### config.mk
export PLATFORM = sky130hd
export DESIGN_NAME = divtick_serial_tx
export DESIGN_NICKNAME = d
export VERILOG_FILES = /design/src/rtl/divtick_serial_tx.sv
export SDC_FILE = /design/constraint.sdc
export NUM_CORES = 1
export LEC_CHECK = 0
export CAP_MARGIN = 20
export CORE_ASPECT_RATIO = 0.6
export CORE_MARGIN = 1
export CORE_UTILIZATION = 30
export CTS_CLUSTER_SIZE = 14
export DETAILED_ROUTE_END_ITERATION = 12
export GPL_ROUTABILITY_DRIVEN = 1
export PLACE_DENSITY_LB_ADDON = 0.1
export SLEW_MARGIN = 5
export SYNTH_ARGS = -nofsm -noshare
export SYNTH_HDL_FRONTEND = slang
export SYNTH_SLANG_ARGS = --single-unit
### constraint.sdc
create_clock -name i_clk -period 3.9 [get_ports i_clk]
set_clock_uncertainty 0.1 [all_clocks]
set_input_delay 0.78 -clock i_clk [delete_from_list [all_inputs] [get_ports i_clk]]
set_output_delay 0.78 -clock i_clk [all_outputs]
set_load 0.01 [all_outputs]
### src/rtl/divtick_serial_tx.sv
// Bit-serial transmitter clocked by the rising edges of the divider flag: start bit, LSB-first data, stop bits.
// Optional even parity before the stop bits when DIVTICK_TX_PARITY_EN is defined.
module divtick_serial_tx #(
    parameter int DATA_W    = 8,
    parameter int STOP_BITS = 1
) (
    input  logic              i_clk,
    input  logic              i_rst,
    input  logic              i_tick_lvl,
    input  logic [DATA_W-1:0] i_tx_data,
    input  logic              i_tx_valid,
    output logic              o_tx_ready,
    output logic              o_div_enable,
    output logic              o_serial_out,
    output logic              o_busy,
    output logic              o_tx_done
);

    localparam int BCW = $clog2(DATA_W + 1);

`ifdef DIVTICK_TX_PARITY_EN
    typedef enum logic [2:0] {S_IDLE, S_WAIT, S_START, S_DATA, S_PARITY, S_STOP} state_t;
`else
    typedef enum logic [2:0] {S_IDLE, S_WAIT, S_START, S_DATA, S_STOP} state_t;
`endif

    state_t            r_state, w_state;
    logic              r_tick_q;
    logic [DATA_W-1:0] r_sreg, w_sreg;
    logic [BCW-1:0]    r_bit_cnt, w_bit_cnt;
    logic [1:0]        r_stop_cnt, w_stop_cnt;
    logic              r_serial, w_serial;
    logic              r_tx_ready, w_tx_ready;
    logic              r_busy, w_busy;
    logic              r_tx_done, w_tx_done;
    logic              w_tick;
`ifdef DIVTICK_TX_PARITY_EN
    logic              r_par, w_par;
`endif

    assign w_tick = i_tick_lvl & ~r_tick_q;

    always_comb begin
        w_state    = r_state;
        w_sreg     = r_sreg;
        w_bit_cnt  = r_bit_cnt;
        w_stop_cnt = r_stop_cnt;
        w_serial   = r_serial;
        w_tx_done  = 1'b0;
`ifdef DIVTICK_TX_PARITY_EN
        w_par      = r_par;
`endif
        case (r_state)
            // Ticks seen while idle are dropped, even one landing on the accept edge.
            S_IDLE: begin
                w_serial = 1'b1;
                if (i_tx_valid && r_tx_ready) begin
                    w_state    = S_WAIT;
                    w_sreg     = i_tx_data;
                    w_bit_cnt  = '0;
                    w_stop_cnt = '0;
`ifdef DIVTICK_TX_PARITY_EN
                    w_par      = ^i_tx_data;
`endif
                end
            end
            S_WAIT: begin
                if (w_tick) begin
                    w_serial = 1'b0;
                    w_state  = S_START;
                end
            end
            S_START: begin
                if (w_tick) begin
                    w_serial  = r_sreg[0];
                    w_sreg    = r_sreg >> 1;
                    w_bit_cnt = BCW'(1);
                    w_state   = S_DATA;
                end
            end
            S_DATA: begin
                if (w_tick) begin
                    if (r_bit_cnt < BCW'(DATA_W)) begin
                        w_serial  = r_sreg[0];
                        w_sreg    = r_sreg >> 1;
                        w_bit_cnt = r_bit_cnt + BCW'(1);
                    end else begin
`ifdef DIVTICK_TX_PARITY_EN
                        w_serial   = r_par;
                        w_state    = S_PARITY;
`else
                        w_serial   = 1'b1;
                        w_stop_cnt = 2'd1;
                        w_state    = S_STOP;
`endif
                    end
                end
            end
`ifdef DIVTICK_TX_PARITY_EN
            S_PARITY: begin
                if (w_tick) begin
                    w_serial   = 1'b1;
                    w_stop_cnt = 2'd1;
                    w_state    = S_STOP;
                end
            end
`endif
            S_STOP: begin
                if (w_tick) begin
                    if (r_stop_cnt < 2'(STOP_BITS)) begin
                        w_stop_cnt = r_stop_cnt + 2'd1;
                    end else begin
                        w_state   = S_IDLE;
                        w_tx_done = 1'b1;
                    end
                end
            end
            default: w_state = S_IDLE;
        endcase
        w_tx_ready = (w_state == S_IDLE);
        w_busy     = (w_state != S_IDLE);
    end

    // tick_q resets high so a flag already high at release is not taken as an edge.
    always_ff @(posedge i_clk) begin
        if (i_rst) begin
            r_state    <= S_IDLE;
            r_tick_q   <= 1'b1;
            r_sreg     <= '0;
            r_bit_cnt  <= '0;
            r_stop_cnt <= '0;
            r_serial   <= 1'b1;
            r_tx_ready <= 1'b1;
            r_busy     <= 1'b0;
            r_tx_done  <= 1'b0;
`ifdef DIVTICK_TX_PARITY_EN
            r_par      <= 1'b0;
`endif
        end else begin
            r_state    <= w_state;
            r_tick_q   <= i_tick_lvl;
            r_sreg     <= w_sreg;
            r_bit_cnt  <= w_bit_cnt;
            r_stop_cnt <= w_stop_cnt;
            r_serial   <= w_serial;
            r_tx_ready <= w_tx_ready;
            r_busy     <= w_busy;
            r_tx_done  <= w_tx_done;
`ifdef DIVTICK_TX_PARITY_EN
            r_par      <= w_par;
`endif
        end
    end

    assign o_tx_ready   = r_tx_ready;
    assign o_busy       = r_busy;
    assign o_div_enable = r_busy;
    assign o_serial_out = r_serial;
    assign o_tx_done    = r_tx_done;

endmodule

* Yosys cells after proc, flatten, opt, wreduce, memory -nomap -nowiden *
Index checks and enable logic that the tools add are counted.

operators by class
  $add $sub $neg = 2
  $mul = 0
  divide/modulo/power cells = 0
  magnitude comparators = 2
  eq/ne operators = 12
  shift operators = 0
  mux-type cells = 30
  bitwise operators = 4
  reduce and logical (&&, ||, !) cells = 11

operators by type and width
  operator             count
  $mux 8               4
  $pmux 8 s3           1
  $mux 3               7
  $mux 4               4
  $ne 2x2->1 const B   8
  $pmux 3 s5           1
  $pmux 4 s3           1
  $mux 2               5
  $reduce_bool 3->1    3
  $eq 3x2->1 const B   2
  $logic_not 3->1      2
  $pmux 2 s3           1
  $reduce_and 6->1     1
  $mux 1               5
  $reduce_and 5->1     1
  $add 4x1->4 const B  1
  $lt 4x4->1 const B   1
  $pmux 1 s4           1
  $reduce_and 4->1     1
  $reduce_bool 4->1    1
  $eq 3x1->1 const B   1
  $eq 3x3->1 const B   1
  $not 1->1            3
  $reduce_or 3->1      1
  other kinds (4)      4

storage, ports and cells
  register bits = 22
  latch bits = 0
  bits in writable memories = 0
  memory bits (read-only) = 0
  output and inout bits = 5
  memories kept = 0

* Longest topological paths before layout *
Gate-level depths: netlist (run 1).

  depth in word-level cells = 5
  depth in mapped cells = 6

* Worst setup path before layout (run 1) *
OpenSTA, ideal clock, no wires.

  path kind = in2reg
  start point = input i_tx_valid
  end point = register r_bit_cnt[2]
  library setup time = 0.073 ns
  arrival = 1.684 ns
  slack = 2.043 ns
  stages = 5
  path buffers = 1
  path through = and4bb_1 o31a_1 buf_2 o211a_1 nor3_2

on the way
  word-level cells in the longest chain between the ends = 3

RTL lines
  item                               line  source
  from (decl)                        11    input logic i_tx_valid,
  $logic_and 1x1->1                  57    if (i_tx_valid && r_tx_ready) begin
  $ne 2x2->1 (no source line)        -
  $reduce_and 5->1 (no source line)  -
  to (signal assigned)               143   r_bit_cnt <= w_bit_cnt;
  to (decl)                          30    logic [BCW-1:0] r_bit_cnt, w_bit_cnt;

Every way passes these cells.
A chain may end at the register's enable or synchronous reset.

* Worst setup path in the final report (run 1) *
  start point = input i_tick_lvl
  end point = register r_bit_cnt[2]

on the way
  word-level cells in the longest chain between the ends = 3
  elaborated cells on any way between the ends = 4

RTL lines
  item                                 line  source
  from (decl)                          9     input logic i_tick_lvl,
  $and 1x1->1 *                        41    assign w_tick = i_tick_lvl & ~r_tick_q;
  $ne 2x2->1 (no source line)          -
  $reduce_and 5->1 (no source line) *  -

Mark *: on every way between the ends. The rest lies on a longest branch, timed or not.

==> summary.txt, run 1 <==
Run status
  – Outcome: completed

STA
  – Fin. Hold Viols: 0
  – Final hold slack: roughly 380 ps
  – Final min period: 2518 ps
  – RSZ-0062 raised after global routing: false
  – Final worst path period share: 64.56%
  – F_max: ~400 MHz
  – Worst relative slew slack: 52.24%
  – Setup Viol. Count Final: 0
  – Least-Margin Pin Slew: about 700 ps
  – Final Max Tran Viols: 0
  – Setup total negative slack: 0 ps

Synthesis
  – Adder-cell share of the synthesized area: ~2.3%
  – Avg Inst Size Synth: roughly 9.2 um2
  – Synth unique cells: 38
  – FF+latch count, synth: 22
  – Cell count after synthesis: roughly 120
  – Sequential-to-total area share from yosys stat: 41.07%
  – Largest family of logic cells by synthesized area: compound AO/OA/AOI/OAI gates
  – Xor/xnor share of the synthesized area: 0%
  – Mux contribution to synthesized area: under 10%
  – Top cells by area, synth: dfxtp_1 41%, mux2i_1 7.5%, a211oi_1 4.9%, o21ai_0 4.2%, a21oi_1 3.7%
  – Post-synth top area cell: dfxtp_1
  – Post-synthesis compound-gate area fraction: roughly 22%
  – Synth top area share: between 40% and 50%
  – Post-Synth Simple-Gate Area: 21.24%
  – Post-Synthesis Cell Area: ~0.0011 mm2
  – Syn_nets: roughly 130
  – Yosys warnings: 0

GRT
  – Initial antenna violation count: 0
  – Largest net degree at the start of global routing: 21
  – Gr usage total: a little over an eighth
  – Gr ovfl total: 0
  – First-pass GRT wire length: roughly 3900 um
  – Vias in the first global route: 772

Placed design
  – Cell Area, Placed: approximately 0.0012 mm2
  – DP Cell Count: 170
  – Hpwl dp: between 1500 and 2000 um
  – Port buffer count: 16
  – GPL Wtd Cong: approximately 0.73

Final layout
  – # diodes: 0
  – NumNets Final: about 140
  – Share of layout cells above drive strength 1: 5.426%
  – Final non-filler cell total: 174
  – Filler Cell Count: 358
  – Final instance area: approximately 0.0013 mm2
  – Area Overhead vs Synth: 22.64%

Min path
  – Hold Crit Class: reg -> reg
  – Hold Crit Endpoint: r_sreg[7]
  – Hold depth: 2
  – Worst Hold Launch: r_sreg[7]

Pwr
  – PD cells: 405.5 mW/mm2
  – Sw frac: between 20% and 30%
  – Seq pwr share: between 40% and 50%
  – Comb power frac: a little over an eighth
  – Psw: between 100 and 150 uW
  – Pint: around 410 uW
  – Clock share of power: about two fifths
  – Total Power: around 530 uW
  – Worst VDD drop: between 0.15 and 0.2 mV
  – Leakage: approximately 0.55 nW

Floorplan
  – Height of the die: around 48 um
  – Core Box Area: between 0.003 and 0.004 mm2
  – Die Width: between 70 and 80 um
  – Total die area: ~0.0038 mm2
  – Starting Density: between 30% and 40%
  – Boundary Pins: 17
  – Standard-cell rows: 16

Detailed routing
  – Wire length per cell: roughly 13 um
  – Antenna-violating nets left: 0
  – Initial DRC Count: 48
  – DRT Pass-1 Iters: 4
  – DR DRC count: 0
  – Vias per cell: 4.977
  – Routed WL: approximately 2200 um
  – Via Count: 866

Setup path
  – Crit path DAT: approximately 2600 ps
  – RR Startpoint: r_state[1]
  – Worst Path Buf+Inv: 1
  – CP startpoint kind: primary input
  – Critical path depth: 5
  – Crit Path Class: in -> reg
  – Flop-to-flop setup slack: 1890 ps
  – Reg2Reg Depth: 4
  – Family with the most delay on the worst path: compound AO/OA/AOI/OAI gates
  – Reg-to-Reg End: r_stop_cnt[1]
  – Slowest cell on crit path: o31a_1
  – Worst setup EP type: flip-flop
  – WP data required: roughly 4000 ps
  – Max incr delay on CP: around 640 ps
  – Cell Chain, Critical Path: clkdlybuf4s50_1, nor4bb_1, o31a_1, o211a_1, nor3_2
  – Max Fanout on Critical Path: 20
  – Critical path startpoint: i_tick_lvl

CTS
  – Clock Pin Slew Worst Setup and Hold Paths: roughly 80 ps
  – CTS Buf Count: 3
  – H-tree Lvls: 1
  – CTS Hold Bufs: 0
  – Clk Latency, worst-skew pair: ~260 ps
  – Post-CTS Resized: 0
  – CTS tree: built
  – Postcts setup bufs: 0
  – Clk sink count: 22
  – CTS root buf: clkbuf_8
  – Clock Path Buffers: 2

Job
  – Max Cap Violations: 0
-- per-layer routing --
metal | wire (um) | up-vias | global-route usage, %
met4 | 13 | 0 | 2.727
li1 | - | 455 | -
met1 | 1290 | 393 | 21.42
met5 | 0 | - | 0
met3 | 102 | 2 | 3.962
met2 | 822 | 16 | 16.52
-- sequential cells by signal, summed over array words and instances, names as in the netlist --
signal and count:
o_busy 1, r_tick_q 1, o_serial_out 1, r_state 3, r_stop_cnt 2, o_tx_ready 1
o_tx_done 1, r_bit_cnt 4, r_sreg 8
-- tightest hold or removal path, cell delays in order (launching register included) --
cell,delay (ps)
dfxtp_1,310
nand2b_1,60
a21oi_1,60
-- logic make-up (layout without fill, tap and decap cells) --
| group | count (synthesis) | after routing |
|---|---|---|
| buf+inv | 13 | 25 |
| simple gates | 37 | 37 |
| flops | 22 | 22 |
| compound gates | 35 | 35 |
| mux | 8 | 8 |
| fa+ha+maj | 2 | 2 |
-- Yosys cell counts (all sizes together) --
master,number
nor3b,2
o31a,2
nand3b,1
ha,2
or3b,1
o22ai,1
dfxtp,22
or3,1
clkbuf,3
or2,2
nor2,10
o311a,1
nor2b,2
o211a,3
nand3,2
nand2b,3
nor3,3
a31oi,1
nor4,1
and2,2
o21ai,9
o22a,1
buf,6
and3b,1
and4bb,2
nor4bb,1
nand2,1
mux2i,8
inv,4
o31ai,1
a21oi,8
a21o,1
a211oi,7
nand4,2
-- placed cells by master, fill, tap and decap left out, types with 3 or more instances in the layout --
cell and n:
clkdlybuf4s50_1 16, a211oi_1 7, clkbuf_8 3, o211a_1 3, dfxtp_1 22, a21oi_1 8, nor2_1 10, mux2i_1 8
inv_1 4, o21ai_0 9, nand2b_1 3
-- cell type report --
cell class              count  area (um2)  share of cell area (%)
clock buffers               3       41.29                   3.140
clock inverters             1       30.03                   2.284
inverters                   4       15.01                   1.142
multi-input cells          82       564.3                   42.91
flip-flops and latches     22       440.4                   33.49
well taps                  45       56.30                   4.282
repair buffers             17       167.7                   12.75
-- power groups by stage --
| stage | Sequential, mW | Clock (mW) | Combinational, mW |
|---|---|---|---|
| global route | 0.252 | 0.232 | 0.0808 |
| global placement | 0.254 | 0 | 0.0721 |
| detailed placement | 0.255 | 0 | 0.0727 |
| finish | 0.249 | 0.212 | 0.0722 |
| floorplan | 0.251 | 0 | 0.0501 |
| CTS | 0.250 | 0.218 | 0.0729 |
-- worst max path at each step --
stage / end
finish: r_bit_cnt[2]
global route: r_sreg[5]
CTS: r_sreg[6]
detailed placement: r_bit_cnt[2]
global placement: r_bit_cnt[2]
floorplan: r_bit_cnt[2]
-- metrics by stage --
step	utilization, %	setup WS (ps)
floorplan	-	2043
global placement	37.42	1138
finish	39.57	1382
detailed placement	37.42	1090
global route	39.57	1150
CTS	39.57	1370
Power figures use the tool's default switching activity.
==> inputs of run 2 (changes only) <==
Clock period 3.9 ns to 2.3 ns, I/O delays scaled along.
==> summary.txt, run 2 (synthesized netlist as in run 1, its figures left out) <==
Run status
  – Outcome: completed

STA
  – Fin worst setup slack: 332.6 ps (-1049 ps)
  – RSZ-0062 raised after global routing: false
  – Final hold slack: 375.5 ps (-1.507 ps)
  – Setup total negative slack: 0 ps (unchanged)
  – F_max: between 500 and 600 MHz
  – Final min period: just under 2000 ps
  – Setup Viol. Count Final: 0 (unchanged)
  – Final Max Tran Viols: 0 (unchanged)
  – Final worst path period share: a little under nine tenths
  – Fin. Hold Viols: 0 (unchanged)
  – Worst relative slew slack: 70.35% (+18 points)
  – Least-Margin Pin Slew: 444.1 ps (-272.3 ps)

Final layout
  – NumNets Final: 146 (+1.4%)
  – # diodes: 0 (unchanged)
  – Filler Cell Count: 334 (-6.7%)
  – Largest registers: r_sreg x8, r_bit_cnt x4, r_state x3
  – Most frequent cells in the layout: 22 x dfxtp_1, 16 x clkdlybuf4s50_1, 10 x nor2_1, 9 x o21ai_0
  – Area Overhead vs Synth: 22.40%
  – Top reg by flops: r_sreg
  – Most common cell after layout, fill and taps aside: dfxtp_1
  – Share of layout cells above drive strength 1: 6.154% (+0.73 points)
  – Largest register FFs: 8 (unchanged)
  – Final instance area: 0.001313 mm2 (-0.19%)

GRT
  – Initial antenna violation count: 0 (unchanged)
  – Vias in the first global route: 823 (+6.6%)
  – Gr ovfl total: 0 (unchanged)
  – Largest net degree at the start of global routing: 21 (unchanged)
  – First-pass GRT wire length: 3795 um (-2.3%)
  – Gr usage total: 12.78% (-0.46 points)

Setup path
  – RR Startpoint: r_state[1]
  – WP data required: 2350 ps (-1610 ps)
  – Critical path startpoint: i_tick_lvl
  – Max Fanout on Critical Path: 6 (-70%)
  – CP startpoint kind: primary input
  – Crit path DAT: 2010 ps (-560 ps)
  – Crit Path Class: in -> reg
  – Worst setup EP type: flip-flop

CTS
  – Clock Pin Slew Worst Setup and Hold Paths: 70 ps (about the same)
  – CTS tree: built
  – CTS Buf Count: 3 (unchanged)
  – Post-CTS Resized: 0 (unchanged)
  – Clk sink count: 22 (unchanged)
  – CTS Hold Bufs: 0 (unchanged)
  – Clk Latency, worst-skew pair: 260 ps (about the same)
  – Postcts setup bufs: 0 (unchanged)
  – H-tree Lvls: 1 (unchanged)
  – CTS root buf: clkbuf_8
  – Clock Path Buffers: 2 (unchanged)

Placed design
  – GPL Wtd Cong: 0.7910 (+8.4%)
  – Cell Area, Placed: 0.001271 mm2 (+2.2%)
  – Hpwl dp: 1702 um (+3.6%)
  – Port buffer count: 16 (unchanged)
  – DP Worst Slack: 84.32 ps (-1006 ps)

Floorplan
  – Die Width: 79.18 um (unchanged)
  – Boundary Pins: 17 (unchanged)
  – Standard-cell rows: 16 (unchanged)
  – Height of the die: 48.31 um (unchanged)
  – Starting Density: 32.27% (unchanged)
  – Total die area: 0.003825 mm2 (unchanged)
  – Core Box Area: 0.003323 mm2 (unchanged)

Detailed routing
  – Routed WL: 2229 um (unchanged)
  – Via Count: 897 (+3.6%)
  – Wire length per cell: 12.74 um (-0.57%)
  – Vias per cell: 5.126 (+3.0%)
  – DRT Pass-1 Iters: 4 (unchanged)
  – DR DRC count: 0 (unchanged)
  – Antenna-violating nets left: 0 (unchanged)
  – Initial DRC Count: 48 (unchanged)

Min path
  – Worst Hold Launch: r_sreg[7]
  – Hold Crit Class: reg -> reg

Job
  – Max Cap Violations: 0 (unchanged)

Pwr
  – PD cells: 602.1 mW/mm2 (+48%)
  – Worst VDD drop: 0.3482 mV (+110%)
  – Leakage: 0.5513 nW (-0.19%)
## run 2: path summary, 6_finish.rpt
kind / endpoint / slack, ps / depth (start not counted)
worst max register to register: r_bit_cnt[2] / 560 / 5
worst min register to register: r_sreg[7] / 380 / 2
worst min-delay path: r_sreg[7] / 380 / 2
worst max-delay path: o_busy / 330 / 5
## run 2: critical path, stage by stage
cell and delay, ps:
clkdlybuf4s50_1 560, nor2b_1 310, nand4_1 190, o211a_1 200
o31a_1 290
## run 2: power breakdown
part	switching, mW	internal [mW]
clock network	0.118	0.117
registers	0.0176	0.405
logic	0.0601	0.0721
## run 2: per-stage QoR
| step | utilization, % | total power [mW] | std cells |
|---|---|---|---|
| after floorplan | - | 0.5106 | 117 |
| after global placement | 38.25 | 0.5633 | 172 |
| after detailed placement | 38.25 | 0.5652 | 172 |
| after CTS | 39.50 | 0.8056 | 175 |
| after global routing | 39.50 | 0.8440 | 175 |
| final | 39.50 | 0.7903 | 175 |
## run 2: per-layer routing
metal  up-vias  GRT usage (%)  wire length (um)
li1        457              -                 -
met1       422          19.03              1183
met2        16          17.67               936
met3         2          4.528               104
met4         0          2.121                 4
met5         -              0                 0
## run 2: layout make-up
cell class | count | area, um2 | area share [%]
Tap cell | 45 | 56.30 | 4.290
Sequential cell | 22 | 440.4 | 33.56
Inverter | 4 | 15.01 | 1.144
Multi-Input combinational cell | 82 | 564.3 | 42.99
Clock buffer | 3 | 41.29 | 3.146
Timing Repair Buffer | 19 | 195.2 | 14.87
